===== src/rtl/uart_tx_fifo_pkg.sv =====
// Shared defaults and sizing helper for the UART transmit FIFO and its storage array.
package uart_tx_fifo_pkg;

  localparam int unsigned DefaultDepth       = 8;
  localparam int unsigned DefaultPayloadBits = 8;

  // Level must represent 0..depth inclusive, hence one bit more than the pointers.
  function automatic int unsigned levelWidth(input int unsigned depth);
    return $clog2(depth) + 1;
  endfunction

endpackage


===== src/rtl/uart_tx_fifo_mem.sv =====
// DEPTH x PAYLOAD_BITS register array: one synchronous write port, one asynchronous read port.
module uart_tx_fifo_mem
  import uart_tx_fifo_pkg::*;
#(
  parameter  int unsigned DEPTH        = DefaultDepth,
  parameter  int unsigned PAYLOAD_BITS = DefaultPayloadBits,
  localparam int unsigned PTR_W        = $clog2(DEPTH)
) (
  input  logic                    clk,
  input  logic                    wrEn_i,
  input  logic [PTR_W-1:0]        wrAddr_i,
  input  logic [PAYLOAD_BITS-1:0] wrData_i,
  input  logic [PTR_W-1:0]        rdAddr_i,
  output logic [PAYLOAD_BITS-1:0] rdData_o
);

  logic [PAYLOAD_BITS-1:0] mem_q [DEPTH];

  // Contents are deliberately left unreset; the head is only meaningful while non-empty.
  always_ff @(posedge clk) begin
    if (wrEn_i) begin
      mem_q[wrAddr_i] <= wrData_i;
    end
  end

  assign rdData_o = mem_q[rdAddr_i];

endmodule


===== src/rtl/uart_tx_fifo.sv =====
// Transmit buffer feeding the UART transmitter through its en/busy handshake,
// with level, full/empty, low-water interrupt and sticky overflow reporting.
module uart_tx_fifo
  import uart_tx_fifo_pkg::*;
#(
  parameter  int unsigned DEPTH        = DefaultDepth,
  parameter  int unsigned PAYLOAD_BITS = DefaultPayloadBits,
  localparam int unsigned LEVEL_W      = levelWidth(DEPTH),
  localparam int unsigned PTR_W        = $clog2(DEPTH)
) (
  input  logic                    clk,
  input  logic                    resetn,
  input  logic                    wr_en,
  input  logic [PAYLOAD_BITS-1:0] wr_data,
  input  logic                    flush,
  input  logic                    tx_hold,
  input  logic [LEVEL_W-1:0]      thresh,
  input  logic                    ovf_clear,
  output logic [LEVEL_W-1:0]      level,
  output logic                    full,
  output logic                    empty,
  output logic                    irq_low,
  output logic                    overflow,
  output logic                    uart_tx_en,
  output logic [PAYLOAD_BITS-1:0] uart_tx_data,
  input  logic                    uart_tx_busy
);

  logic [PTR_W-1:0]   wrPtr_q, wrPtr_d;
  logic [PTR_W-1:0]   rdPtr_q, rdPtr_d;
  logic [LEVEL_W-1:0] level_q, level_d;
  logic               overflow_q;
  logic               irqLow_q;
  logic               push;
  logic               pop;
  logic               ovfSet;

  assign full  = (level_q == LEVEL_W'(DEPTH));
  assign empty = (level_q == '0);

  // Full is judged on the current level, so a same-cycle pop never frees room for a write.
  assign push   = wr_en && !full && !flush;
  assign ovfSet = wr_en && full && !flush;
  assign pop    = uart_tx_en;

  assign uart_tx_en = !empty && !uart_tx_busy && !tx_hold && !flush;

  uart_tx_fifo_mem #(
    .DEPTH        (DEPTH),
    .PAYLOAD_BITS (PAYLOAD_BITS)
  ) uMem (
    .clk      (clk),
    .wrEn_i   (push),
    .wrAddr_i (wrPtr_q),
    .wrData_i (wr_data),
    .rdAddr_i (rdPtr_q),
    .rdData_o (uart_tx_data)
  );

  always_comb begin
    wrPtr_d = wrPtr_q;
    rdPtr_d = rdPtr_q;
    level_d = level_q;
    if (flush) begin
      wrPtr_d = '0;
      rdPtr_d = '0;
      level_d = '0;
    end else begin
      if (push) wrPtr_d = wrPtr_q + PTR_W'(1);
      if (pop)  rdPtr_d = rdPtr_q + PTR_W'(1);
      if (push && !pop)      level_d = level_q + LEVEL_W'(1);
      else if (!push && pop) level_d = level_q - LEVEL_W'(1);
    end
  end

  // A dropped write and a clear in the same cycle leave overflow set.
  always_ff @(posedge clk) begin
    if (!resetn) begin
      wrPtr_q    <= '0;
      rdPtr_q    <= '0;
      level_q    <= '0;
      overflow_q <= 1'b0;
      irqLow_q   <= 1'b1;
    end else begin
      wrPtr_q  <= wrPtr_d;
      rdPtr_q  <= rdPtr_d;
      level_q  <= level_d;
      irqLow_q <= (level_d <= thresh);
      if (ovfSet)         overflow_q <= 1'b1;
      else if (ovf_clear) overflow_q <= 1'b0;
    end
  end

  assign level    = level_q;
  assign overflow = overflow_q;
  assign irq_low  = irqLow_q;

endmodule

===== config.mk =====
export PLATFORM = sky130hd
export DESIGN_NAME = uart_tx_fifo
export DESIGN_NICKNAME = d
export VERILOG_FILES = /design/src/rtl/uart_tx_fifo_pkg.sv /design/src/rtl/uart_tx_fifo_mem.sv /design/src/rtl/uart_tx_fifo.sv
export SDC_FILE = /design/constraint.sdc
export NUM_CORES = 1
export LEC_CHECK = 0
export BUFFER_PORTS_ARGS = -buffer_cell sky130_fd_sc_hd__buf_2
export CAP_MARGIN = 10
export CORE_UTILIZATION = 52
export DETAILED_ROUTE_END_ITERATION = 7
export GPL_TIMING_DRIVEN = 0
export HOLD_SLACK_MARGIN = 0.15
export PLACE_DENSITY = 0.72
export SLEW_MARGIN = 10
export SYNTH_ARGS = -nofsm -noshare
export SYNTH_HDL_FRONTEND = slang
export SYNTH_SLANG_ARGS = --single-unit

===== constraint.sdc =====
create_clock -name clk -period 2.59 [get_ports clk]
set_input_delay 0.259 -clock clk [delete_from_list [all_inputs] [get_ports clk]]
set_output_delay 0.259 -clock clk [all_outputs]
set_load 0.1 [all_outputs]

After elaboration in Yosys (flattened, before gate mapping)
Memories as Yosys holds them, arrays and structs flattened. A register that Yosys moved wholly into a read port is not among the register bits.
Index checks and enable logic that the tools add are counted.
Widths: inputs -> output; s select.

storage, ports and cells
  register bits = 12
  bits in read-only memories = 0
  latch bits = 0
  input bits = 19
  word-level logic and storage cells = 41
  bits in writable memories = 64
  memories kept = 1
  output and inout port bits = 17

memories
  name        words  width  rd ports  clocked after Yosys merged registers in  write ports  RTL line                text
  uMem.mem_q  8      8      1         1                                        1            uart_tx_fifo_mem.sv:17  logic [PAYLOAD_BITS-1:0] mem_q [DEPTH];

operators by class
  muxes and demuxes = 9
  multiply operators = 0
  equal/unequal tests = 1
  shifts and indexed selects = 0
  divide/modulo/power cells = 0
  bitwise gates (word level) = 1
  add/sub/neg operators = 4
  reductions and logical operators = 19
  order comparisons = 1

operator list
  kind                 number
  $mux 4               3
  $logic_and 1x1->1    9
  $logic_not 1->1      7
  $add 3x1->3 const B  2
  $mux 3               2
  $add 4x1->4 const B  1
  $eq 4x4->1 const B   1
  $le 4x4->1           1
  $logic_not 4->1      1
  $mux 1               4
  $sub 4x1->4 const B  1
  $reduce_bool 2->1    1
  $reduce_or 2->1      1
  $not 1->1            1

Logic depth before layout (Yosys ltp)
Gate-level depths: netlist (run 1).

  depth in word-level cells = 10
  gate-level depth with buffers = 13
  mapped depth without buffers = 12

By module
From an unflattened synthesis (run 1), not the netlist that was laid out.

unflattened totals
  cells, all modules = 188
  area total of the unflattened synthesis = 3326.9 µm²

modules (own cells, without submodules)
  module            area each (µm²)  seq. area each (µm²)  cells each  times used
  uart_tx_fifo_mem  2531.2           1921.8                106         1
  uart_tx_fifo      795.8            240.2                 82          1

Worst setup path before layout (run 1)
Ideal clock, no wire load.

  path type = register to register
  start = reg level_q[1] (netlist: level[1])
  end = reg irqLow_q (netlist: irq_low)
  stages on the path, launching flop included = 13
  path slack = -0.962 ns
  data required time = 2.511 ns
  library setup time = 0.079 ns
  arrival time = 3.473 ns
  clock period less this slack = 3.552 ns
  buffers on the path = 0
  cells stage by stage = dfxtp_1 > inv_1 > ha_1 > nand3b_1 > inv_2 > nor2_1 > a211oi_1 > a211oi_1 > ha_1 > nor2b_1 > o21a_1 > o21a_1 > o211ai_1

between the ends
  cells in the longest elaborated chain, start to end = 10
  elaborated cells between the ends (all ways) = 19
  those cells by class = add/sub: 2; order compare: 1; eq/ne: 1; mux: 3; reduce/logical: 12

RTL lines
  element                             RTL line            text
  start: declaration                  uart_tx_fifo.sv:31  logic [LEVEL_W-1:0] level_q, level_d;
  start signal: assignment            uart_tx_fifo.sv:87  level_q <= level_d;
  $eq 4x4->1 (*)                      uart_tx_fifo.sv:38  assign full = (level_q == LEVEL_W'(DEPTH));
  via full                            uart_tx_fifo.sv:20  output logic full,
  $logic_not 1->1 (*)                 uart_tx_fifo.sv:42  assign push = wr_en && !full && !flush;
  $logic_and 1x1->1 (*) (2 in a row)  uart_tx_fifo.sv:42
  $logic_not 1->1                     uart_tx_fifo.sv:72  else if (!push && pop) level_d = level_q - LEVEL_W'(1);
  $logic_and 1x1->1                   uart_tx_fifo.sv:72
  $mux 4                              uart_tx_fifo.sv:72
  $mux 4 (*)                          uart_tx_fifo.sv:71  if (push && !pop) level_d = level_q + LEVEL_W'(1);
  $mux 4 (*)                          uart_tx_fifo.sv:64  if (flush) begin
  via level_d[1]                      uart_tx_fifo.sv:31
  $le 4x4->1 (*)                      uart_tx_fifo.sv:88  irqLow_q <= (level_d <= thresh);
  end signal: assignment              uart_tx_fifo.sv:88
  end: declaration                    uart_tx_fifo.sv:33  logic irqLow_q;

The timed path passes the listed nets; every way through them passes the cells marked *.
A chain may end at the register's enable or synchronous reset.

==> summary.md, run 1 <==
| Metric | Value |
|---|---|
| Die width | `~83 um` |
| Routed WL per cell | `17.2 um` |
| Worst-path clk slew | `about 0.080 ns` |
| Synthesized cell area | `3380 sq um` |
| Skew-Pair Late Insertion Delay | `~0.34 ns` |
| Initial antenna violation count | `0` |
| Final worst path period share | `a little over nine tenths` |
| DRT iter0 DRCs | `approximately 130` |
| Clk_skew | `between 0.01 and 0.015 ns` |
| Asr flop ratio synth | `0%` |
| Crit path arrival time | `around 2.2 ns` |
| Hold_ws | `approximately 0.19 ns` |
| Layout Nets | `approximately 290` |
| Final Hold Vio Count | `0` |
| Met3 WL | `~290 um` |
| Row cnt | `29` |
| M1 wire length | `roughly 2600 um` |
| Post-synthesis cell count | `between 200 and 250` |
| Leakage power figure | `roughly 0.0014 uW` |
| Avg Cell Area, Syn | `about 16 sq um` |
| Multi-input gate area | `1120 sq um` |
| Syn_nets | `approximately 240` |
| Post-layout min period | `between 2 and 2.5 ns` |
| Post-synth cell types | `43` |
| Required @ worst endpoint | `roughly 2.3 ns` |
| Via/cell ratio | `5.60` |
| Layout cells sized above 1 | `between 30 and 40%` |
| Chip height | `approximately 83 um` |
| DR DRC count | `0` |
| Vias | `roughly 1900` |
| Max capacitance violation total | `0` |
| Die area | `~6800 sq um` |
| Peak Freq | `between 0.4 and 0.5 GHz` |
| CP Launch Type | `flip-flop` |
| Area grow syn2layout | `17.7%` |
| Vias in the first global route | `about 1800` |
| Io pins | `36` |
| Number of synthesized register bits | `roughly 80` |
| CTS tree | `yes` |
| Slew HR | `a little over two fifths` |
| Gr ovfl total | `0` |
| Total power | `roughly 2400 uW` |
| Global router's overall resource usage | `a little under a fifth` |
| Commonest cells after routing, fill and taps aside | `edfxtp_1, buf_2, mux4_2` |
| Port bufs | `35` |
| Initial Util | `a little over half` |
| Sequential cell area | `~2200 sq um` |
| Largest net degree at the start of global routing | `14` |
| PD cells | `between 600 and 700 nW/um^2` |
| Wire length on met2 | `between 2000 and 3000 um` |
| Final GP Congestion | `between 0.7 and 0.8` |
| Status | `finished, final reports clean` |
| Filler instances | `roughly 480` |
| RSZ-0062 raised after global routing | `no` |
| # setup viols final | `0` |
| Type of the worst setup path | `reg -> out` |
| Worst VDD drop | `between 0.3 and 0.4 mV` |
| Top FF cell, synth | `edfxtp_1` |
| Clock Root Buffer | `clkbuf_8` |
| Core area | `between 6000 and 7000 sq um` |
| Pre-antenna DRT Iters | `4` |
| Max Buffers Root-to-Sink | `2` |
| Post-Route WL | `approximately 5900 um` |
| Slew Limit Fails | `0` |
| Final ANT Viol Nets | `0` |
| CTS sink count | `79` |
| EDFF count, synth | `64` |
| Crit Path Max Fanout | `10` |
| Hold/Removal Path Class | `in -> reg` |
| Cts bufs inserted | `9` |
| Element type at the critical path end | `output pin` |
| HPWL after detailed placement | `~4000 um` |
| First-pass GRT wire length | `between 8000 and 9000 um` |
| Top sig layer | `met4` |
| Sequential area share after synthesis | `around 66%` |
| H-tree levels | `3` |
| Worst-Margin Slew | `~0.84 ns` |
| Commonest non-fill, non-tap cell in the layout | `edfxtp_1` |
| Synth warn | `0` |
| Ant diodes | `0` |
cells by family (layout without fill, tap and decap cells):
group	after synthesis	after routing	share of synthesized area, %
xor gates and xnor gates	5	5	1.70
adders and majority gates	8	8	2.96
AOI/OAI and AO/OA	21	21	4.78
buffers and inverters	21	75	2.85
muxes	26	26	14.1
DFF	79	79	65.8
and+or+nand+nor	49	49	7.85
cell usage after synthesis (2+ instances only):
master	n	share of area [%]
buf_4	2	0.44
buf_1	2	0.22
nor3_1	4	0.59
nand2b_1	5	0.93
o21a_1	2	0.44
ha_1	8	3.0
nor4_1	3	0.56
mux2_2	8	2.7
clkbuf_1	4	0.44
a211oi_1	4	0.89
nor2b_1	3	0.56
dfxtp_1	15	8.9
nand2_1	7	0.78
mux4_2	16	11
a21oi_1	5	0.74
xnor2_1	2	0.52
edfxtp_1	64	57
a22o_1	2	0.52
a311o_1	2	0.59
nor2_1	16	1.8
xor2_1	2	0.52
nand3_1	3	0.44
inv_1	10	1.1
path summary, 6_finish.rpt:
check | start | slack (ns) | endpoint | cells past startpoint
worst max-delay path | flip-flop | 0.13 | uart_tx_data[7] | 4
worst min-delay path | wr_data[5] | 0.19 | uMem.mem_q[7][5] | 1
worst max register to register | level[0] | 0.14 | irq_low | 13
worst min register to register | rdPtr_q[1] | 0.49 | rdPtr_q[1] | 2
sequential cells by signal, indices dropped and copies added (netlist names), named ones only:
register	cells
irq_low	1
rdPtr_q	3
wrPtr_q	3
overflow	1
uMem.mem_q	64
level	4
through the flow:
stage                     setup TNS (ns)  utilization [%]  setup WS (ns)  cells  instance area (sq um)
after floorplan                  -0.0474                -        -0.0474    209                   3450
after global routing                   0             63.0         0.0182    340                   3980
after detailed placement         -0.0448             59.4        -0.0448    322                   3750
after global placement             -9.88             58.9         -0.512    321                   3720
final                                  0             63.0          0.127    340                   3980
after CTS                              0             62.7         0.0465    338                   3960
cell type report:
cell class                      instances  area share, %
Tap cell                               77           2.42
Clock inverter                          3           1.10
Clock buffer                           13           3.75
Multi-Input combinational cell        109           28.2
Sequential cell                        79           56.3
Inverter                               12           1.67
Timing Repair Buffer                   40           5.41
Buffer                                  7           1.16
power by group:
| group | switching (uW) | total (uW) | leakage (uW) | internal [uW] |
|---|---|---|---|---|
| clock | 408 | 881 | 0.0000976 | 473 |
| combinational | 118 | 167 | 0.000583 | 48.8 |
| sequential | 5.32 | 1380 | 0.000703 | 1380 |
worst max-delay path, stage by stage (launching register included):
cell	delay, ns
dfxtp_1	0.57
clkbuf_2	0.37
mux4_2	0.36
mux2_2	0.27
buf_2	0.29
metal layers:
layer	vias up	GRT usage, %
li1	906	-
met2	55	29.7
met5	-	0
met4	0	10.7
met3	11	4.51
met1	932	23.9
what timing repair did:
item,4_1_cts,5_1_grt
gates resized for setup,2,1
endpoints found under the setup margin,9,9
setup buffers,1,2
hold buffers,1,0
endpoints found under the hold margin,2,0
pin swaps,0,1
Power figures use the tool's default switching activity.
==> run 2: changes to the inputs <==
SYNTH_HIERARCHICAL = 1   (was unset)
==> run 2 against run 1 <==
Compared with the run above: sequential share of layout area decreased by 0.53 points; total power increased by 1.1%; first-iteration DRC count decreased by 30%; routed wire length increased by 2.2%; maximum frequency decreased by 1.4%; clock skew decreased by 0.0022 ns; largest power group unchanged; core utilization increased by 1.3 points; critical path depth increased by 1; hold slack got worse by 0.0019 ns; sequential power decreased by 3%; largest cell class unchanged.
==> summary.md, run 2 <==
| Metric | Value |
|---|---|
| PD cells | `630 nW/um^2` |
| Final GP Congestion | `0.747` |
| Cts bufs inserted | `9` |
| Leakage power figure | `roughly 0.0014 uW` |
| Synthesized cell area | `3330 sq um` |
| Max Buffers Root-to-Sink | `2` |
| DRT iter0 DRCs | `between 80 and 90` |
| Biggest register | `uMem/mem_q` |
| Final worst path period share | `96.4%` |
| Routed WL per cell | `~19 um` |
| Part of the power in the clock network | `a little under two fifths` |
| H-tree levels | `3` |
| CP Launch Type | `flip-flop` |
| Layout cells sized above 1 | `35.1%` |
| Skew-Pair Late Insertion Delay | `between 0.3 and 0.4 ns` |
| Post-synth cell types | `a little over 40` |
| Io pins | `36` |
| Global router's overall resource usage | `between 10% and 20%` |
| Peak Freq | `between 0.4 and 0.5 GHz` |
| Hold/Removal Path Class | `in -> reg` |
| Asr flop ratio synth | `0%` |
| DR DRC count | `0` |
| HPWL after detailed placement | `roughly 4000 um` |
| Core Util, Final | `between 60% and 70%` |
| Largest net degree at the start of global routing | `13` |
| Post-synth top area share | `between 50% and 60%` |
| Initial Util | `between 50% and 60%` |
| P_sw | `approximately 530 uW` |
| Synth warn | `6` |
| Number of synthesized register bits | `between 70 and 80` |
| Die area | `6720 sq um` |
| CTS tree | `yes` |
| First-pass GRT wire length | `9080 um` |
| Crit path cell chain | `buf_6 > buf_12 > mux4_1 > mux2_2 > buf_2` |
| Crit path arrival time | `roughly 2.2 ns` |
| RSZ-0062 raised after global routing | `yes` |
| Int Pwr | `between 1500 and 2000 uW` |
| Post-synthesis cell count | `~190` |
| Post-DP Area | `between 3000 and 4000 sq um` |
| Layout Nets | `about 260` |
| Largest register FFs | `64` |
| Switching Fraction | `a little over a fifth` |
| Chip height | `just over 80 um` |
| Ant diodes | `0` |
| Worst-path clk slew | `0.07 ns` |
| Type of the worst setup path | `reg -> out` |
| Clock Root Buffer | `clkbuf_8` |
| Final Hold Vio Count | `0` |
| Hold_ws | `~0.19 ns` |
| EDFF count, synth | `between 60 and 70` |
| Post-layout min period | `2.50 ns` |
| Synth area leader | `edfxtp_1` |
| Sequential cell area | `around 2200 sq um` |
| CP peak stage delay | `roughly 0.58 ns` |
| Element type at the critical path end | `output pin` |
| Vias in the first global route | `between 1500 and 2000` |
| Synth top cells by count | `edfxtp_1, mux4_1, nor2_1` |
| Syn_nets | `around 220` |
| Worst VDD drop | `0.538 mV` |
| Status | `finished, final reports clean` |
| Multi-input gate area | `1140 sq um` |
| Sequential area share after synthesis | `around 65%` |
| CP max stage cell | `mux4_1` |
| Clk_skew | `0.00795 ns` |
| Count leader, synth | `edfxtp_1` |
| Post-Route WL | `between 5000 and 6000 um` |
| Die width | `around 82 um` |
| Top FF cell, synth | `edfxtp_1` |
| Commonest cells after routing, fill and taps aside | `edfxtp_1, buf_2, mux4_1` |
| Filler instances | `between 400 and 500` |
| # setup viols final | `0` |
| Required @ worst endpoint | `between 2 and 2.5 ns` |
| Area grow syn2layout | `17.1%` |
| Port bufs | `35` |
| Worst-Margin Slew | `slightly above 1 ns` |
| Crit Path Max Fanout | `10` |
| Via/cell ratio | `about 5.5` |
| CTS sink count | `between 70 and 80` |
| Gate power share | `under 10%` |
| Sum Neg Setup Slack | `0 ns` |
| Synth top area cells | `edfxtp_1, mux4_1, dfxtp_1` |
| Slew HR | `roughly 32%` |
| Max capacitance violation total | `0` |
| Slew Limit Fails | `0` |
| Fin area | `approximately 3900 sq um` |
| Initial antenna violation count | `0` |
| Vias | `roughly 1800` |
| Commonest non-fill, non-tap cell in the layout | `edfxtp_1` |
| Row cnt | `28` |
| Avg Cell Area, Syn | `17.7 sq um` |
| Final ANT Viol Nets | `0` |
| Gr ovfl total | `0` |
| Core area | `about 6100 sq um` |
| Pre-antenna DRT Iters | `4` |
| Seq pwr share | `between 50% and 60%` |
-- run 2: changes by cell type in the layout (fill, tap and decap cells not counted), moves of 3 or more --
| cell | before | now |
|---|---|---|
| nor3_2 | 5 | 2 |
| nand2b_1 | 5 | 9 |
| mux4_1 | 0 | 15 |
| clkbuf_1 | 5 | 2 |
| mux2i_1 | 1 | 6 |
| inv_1 | 8 | 5 |
| dfxtp_1 | 10 | 7 |
| nand2_1 | 7 | 4 |
| mux4_2 | 16 | 1 |
| a21oi_1 | 4 | 0 |
-- run 2: critical path: cells and delay by family (launching register included) --
family	cells	cell delay, ns
multiplexers	2	0.87
flip-flops	1	0.39
buffers and inverters	3	0.63
-- run 2: layout make-up --
class                           count  area share [%]
Buffer                              5            1.12
Tap cell                           75            2.41
Timing Repair Buffer               39            5.33
Clock inverter                      5            1.96
Multi-Input combinational cell     98            29.2
Clock buffer                       11            3.37
Inverter                            8           0.835
Sequential cell                    76            55.8
-- run 2: per-stage QoR --
stage / worst slack, ns / instances / power, uW
6_report: 0.0922 / 317 / 2460
5_1_grt: -0.00661 / 317 / 2530
4_1_cts: 0.0543 / 316 / 2480
3_5_place_dp: -0.0291 / 300 / 1540
3_3_place_gp: -0.0798 / 298 / 1540
2_1_floorplan: -0.616 / 188 / 1490
-- run 2: power by group through the flow --
stage,clock network [uW],registers [uW],logic (uW)
after floorplan,0,1380,113
after global placement,0,1360,171
after detailed placement,0,1370,175
after CTS,964,1340,178
after global routing,998,1340,193
final,939,1340,180
-- run 2: what timing repair did --
action,in CTS,in global routing
hold endpoints to repair,1,0
pin swaps,0,2
setup buffers,0,1
resized for setup,1,2
hold buffers,1,0
setup endpoints to repair,9,2
-- run 2: path summary, 6_finish.rpt --
kind         startpoint          endpoint  slack (ns)  cells past startpoint
max          rdPtr_q[0]   uart_tx_data[4]        0.09                      5
min          wr_data[3]  uMem/mem_q[1][3]        0.19                      1
max reg2reg    level[1]           irq_low        0.13                     11
min reg2reg  rdPtr_q[1]        rdPtr_q[1]        0.53                      2
-- run 2: per-layer routing --
layer	wire (um)	vias up	track usage, %
met2	2920	25	31.7
met1	2830	885	26.6
li1	-	836	-
met5	0	-	0
met3	169	7	4.67
met4	60	0	6.84
-- run 2: kinds of logic (layout without fill, tap and decap cells) --
family,after synthesis,after routing,share of synthesized area (%)
flops,76,76,65.0
simple gates,45,45,7.90
mux,30,30,17.0
buf+inv,14,68,2.33
compound gates,10,10,3.01
fa+ha+maj,8,8,3.01
xor+xnor,5,5,1.73
==> run 3: changes to the inputs <==
ABC_AREA = 1   (was unset)
PLACE_DENSITY = 0.68   (was 0.72)
clock period = 2.3 ns   (was 2.59 ns; I/O delays follow)
==> run 3 against run 2 <==
Compared with the run above: synthesized cell count is 120% higher; global-route usage up 2.6 points; sequential cell count stayed put; setup slack got worse by 0.042 ns; hold slack got worse by 0.034 ns; first-iteration DRC count grew 57%; highest routed layer unchanged.
==> summary.md, run 3 <==
| Metric | Value |
|---|---|
| Layout cells sized above 1 | `19.2%` |
| CP Launch Type | `flip-flop` |
| Synth area leader | `edfxtp_1` |
| Commonest cells after routing, fill and taps aside | `nand2_1, inv_1, edfxtp_1` |
| Synthesized cell area | `3750 sq um` |
| Syn_nets | `about 450` |
| Sequential area share after synthesis | `between 50 and 60%` |
| Ant diodes | `0` |
| Crit path cell chain | `inv_2 > ha_4 > nand2_2 > nor2_4 > nor2_4 > buf_6 > nand2_1 > nor2_1` |
| Status | `finished, final reports clean` |
| Global router's overall resource usage | `22.4%` |
| DRT iter0 DRCs | `between 100 and 150` |
| # setup viols final | `0` |
| Number of setup buffers added after CTS | `0` |
| Filler instances | `roughly 600` |
| Crit path launch | `level[1]` |
| Final ANT Viol Nets | `0` |
| Hold/Removal Path Class | `in -> reg` |
| CTS sink count | `76` |
| Slew HR | `a little under two fifths` |
| Gr ovfl total | `0` |
| Worst-path clk slew | `roughly 0.070 ns` |
| H-tree levels | `3` |
| Largest register FFs | `64` |
| Max capacitance violation total | `0` |
| Synth top area cells | `edfxtp_1, nand2_1, inv_1` |
| Element type at the critical path end | `flip-flop` |
| Crit path max-delay family | `simple AND/OR/NAND/NOR gates` |
| Fin cells | `between 500 and 600` |
| CP peak stage delay | `~0.73 ns` |
| Leakage power figure | `a little over 0.002 uW` |
| Sum Neg Setup Slack | `0 ns` |
| Post-Route WL | `just under 8000 um` |
| Asr flop ratio synth | `0%` |
| RR Startpoint | `level[1]` |
| Initial Util | `a little over half` |
| Max Buffers Root-to-Sink | `2` |
| Final worst path period share | `between 90 and 100%` |
| Chip height | `87.0 um` |
| Via/cell ratio | `around 4.9` |
| Required @ worst endpoint | `~2.3 ns` |
| Top FF cell, synth | `edfxtp_1` |
| Io pins | `36` |
| Synth warn | `6` |
| Die area | `~7600 sq um` |
| Avg Cell Area, Syn | `about 9.0 sq um` |
| Final GP Congestion | `~0.76` |
| Crit Path Max Fanout | `11` |
| HPWL after detailed placement | `approximately 5100 um` |
| CP max stage cell | `nor2_1` |
| Worst VDD drop | `between 0.2 and 0.3 mV` |
| WP buf/inv | `2` |
| Biggest register | `uMem/mem_q` |
| Pre-antenna DRT Iters | `4` |
| Vias | `2769` |
| Post-synth top area share | `roughly half` |
| Largest net degree at the start of global routing | `13` |
| EDFF count, synth | `64` |
| Port bufs | `35` |
| Clock Root Buffer | `clkbuf_8` |
| Total power | `2720 uW` |
| Post-layout min period | `approximately 2.2 ns` |
| CTS tree | `yes` |
| Routed WL per cell | `~14 um` |
| Initial antenna violation count | `0` |
| Skew-Pair Late Insertion Delay | `0.34 ns` |
| Peak Freq | `about 0.44 GHz` |
| Slew Limit Fails | `0` |
| Post-synthesis cell count | `about 420` |
| Final Hold Vio Count | `0` |
| Commonest non-fill, non-tap cell in the layout | `nand2_1` |
| First-pass GRT wire length | `about 12000 um` |
| Core area | `between 6000 and 7000 sq um` |
| Worst-Margin Slew | `~0.93 ns` |
| Count leader, synth | `nand2_1` |
| DR DRC count | `0` |
| Vias in the first global route | `approximately 2600` |
| RSZ-0062 raised after global routing | `yes` |
| Row cnt | `30` |
| Type of the worst setup path | `reg -> reg` |
| Post-synth cell types | `26` |
| Die width | `between 80 and 90 um` |
| Placed Instances | `550` |
| PD cells | `between 600 and 700 nW/um^2` |
| Cell mode on critical path | `nor2_4` |
| Worst Hold Launch | `wr_data[0]` |
| Number of synthesized register bits | `76` |
| Layout Nets | `496` |
| Synth top cells by count | `nand2_1, inv_1, edfxtp_1` |
| Cts bufs inserted | `9` |
| Crit path arrival time | `between 2 and 2.5 ns` |
| Area grow syn2layout | `15.1%` |
| Clk_skew | `between 0.01 and 0.015 ns` |
==> run 3: report_power, final <==
group          internal [uW]  leakage [uW]  switching, uW
Clock                    497     0.0000947            458
Sequential              1500      0.000678           8.37
Combinational           65.2       0.00126            192
==> run 3: through the flow <==
step	hold WS [ns]	cell area, sq um	utilization (%)	worst slack (ns)
2_1_floorplan	0.314	3790	-	-0.268
3_3_place_gp	0.458	4090	59.5	0.0444
3_5_place_dp	0.457	4090	59.5	0.00665
4_1_cts	0.151	4310	62.8	0.0277
5_1_grt	0.155	4320	62.9	-0.0456
6_report	0.155	4320	62.9	0.0506
==> run 3: path summary, 6_finish.rpt <==
path / endpoint / slack [ns] / cells after the start
hold / removal: uMem/mem_q[4][0] / 0.16 / 1
hold reg to reg: overflow / 0.46 / 2
setup / recovery: uMem/mem_q[2][0] / 0.05 / 8
setup reg to reg: uMem/mem_q[2][0] / 0.05 / 8
==> run 3: what timing repair did <==
action                                  CTS  global route
hold buffers                              4             0
gates cloned                              0             0
hold endpoints to repair                 14             0
endpoints found under the setup margin    7            37
resized for setup                         1             3
==> run 3: cell type report <==
cell class	instances	area (sq um)	share of cell area, %
Buffer	12	111	2.58
Clock buffer	11	131	3.04
Clock inverter	5	52.6	1.22
Inverter	93	354	8.20
Multi-Input combinational cell	238	1160	26.9
Sequential cell	76	2170	50.3
Tap cell	96	120	2.78
Timing Repair Buffer	39	215	4.98
==> run 3: per-layer routing <==
metal / vias up / wire length (um) / track usage [%]
li1: 1405 / - / -
met1: 1287 / 3430 / 27.6
met2: 65 / 3870 / 39.1
met3: 12 / 370 / 3.41
met4: 0 / 104 / 10.0
met5: - / 0 / 0
==> run 3: cells by family after synthesis <==
family	Yosys count	share of synthesized area (%)
AOI/OAI and AO/OA	10	1.33
and+or+nand+nor	220	26.1
adders and majority gates	8	2.67
DFF	76	57.6
buffers and inverters	105	12.3
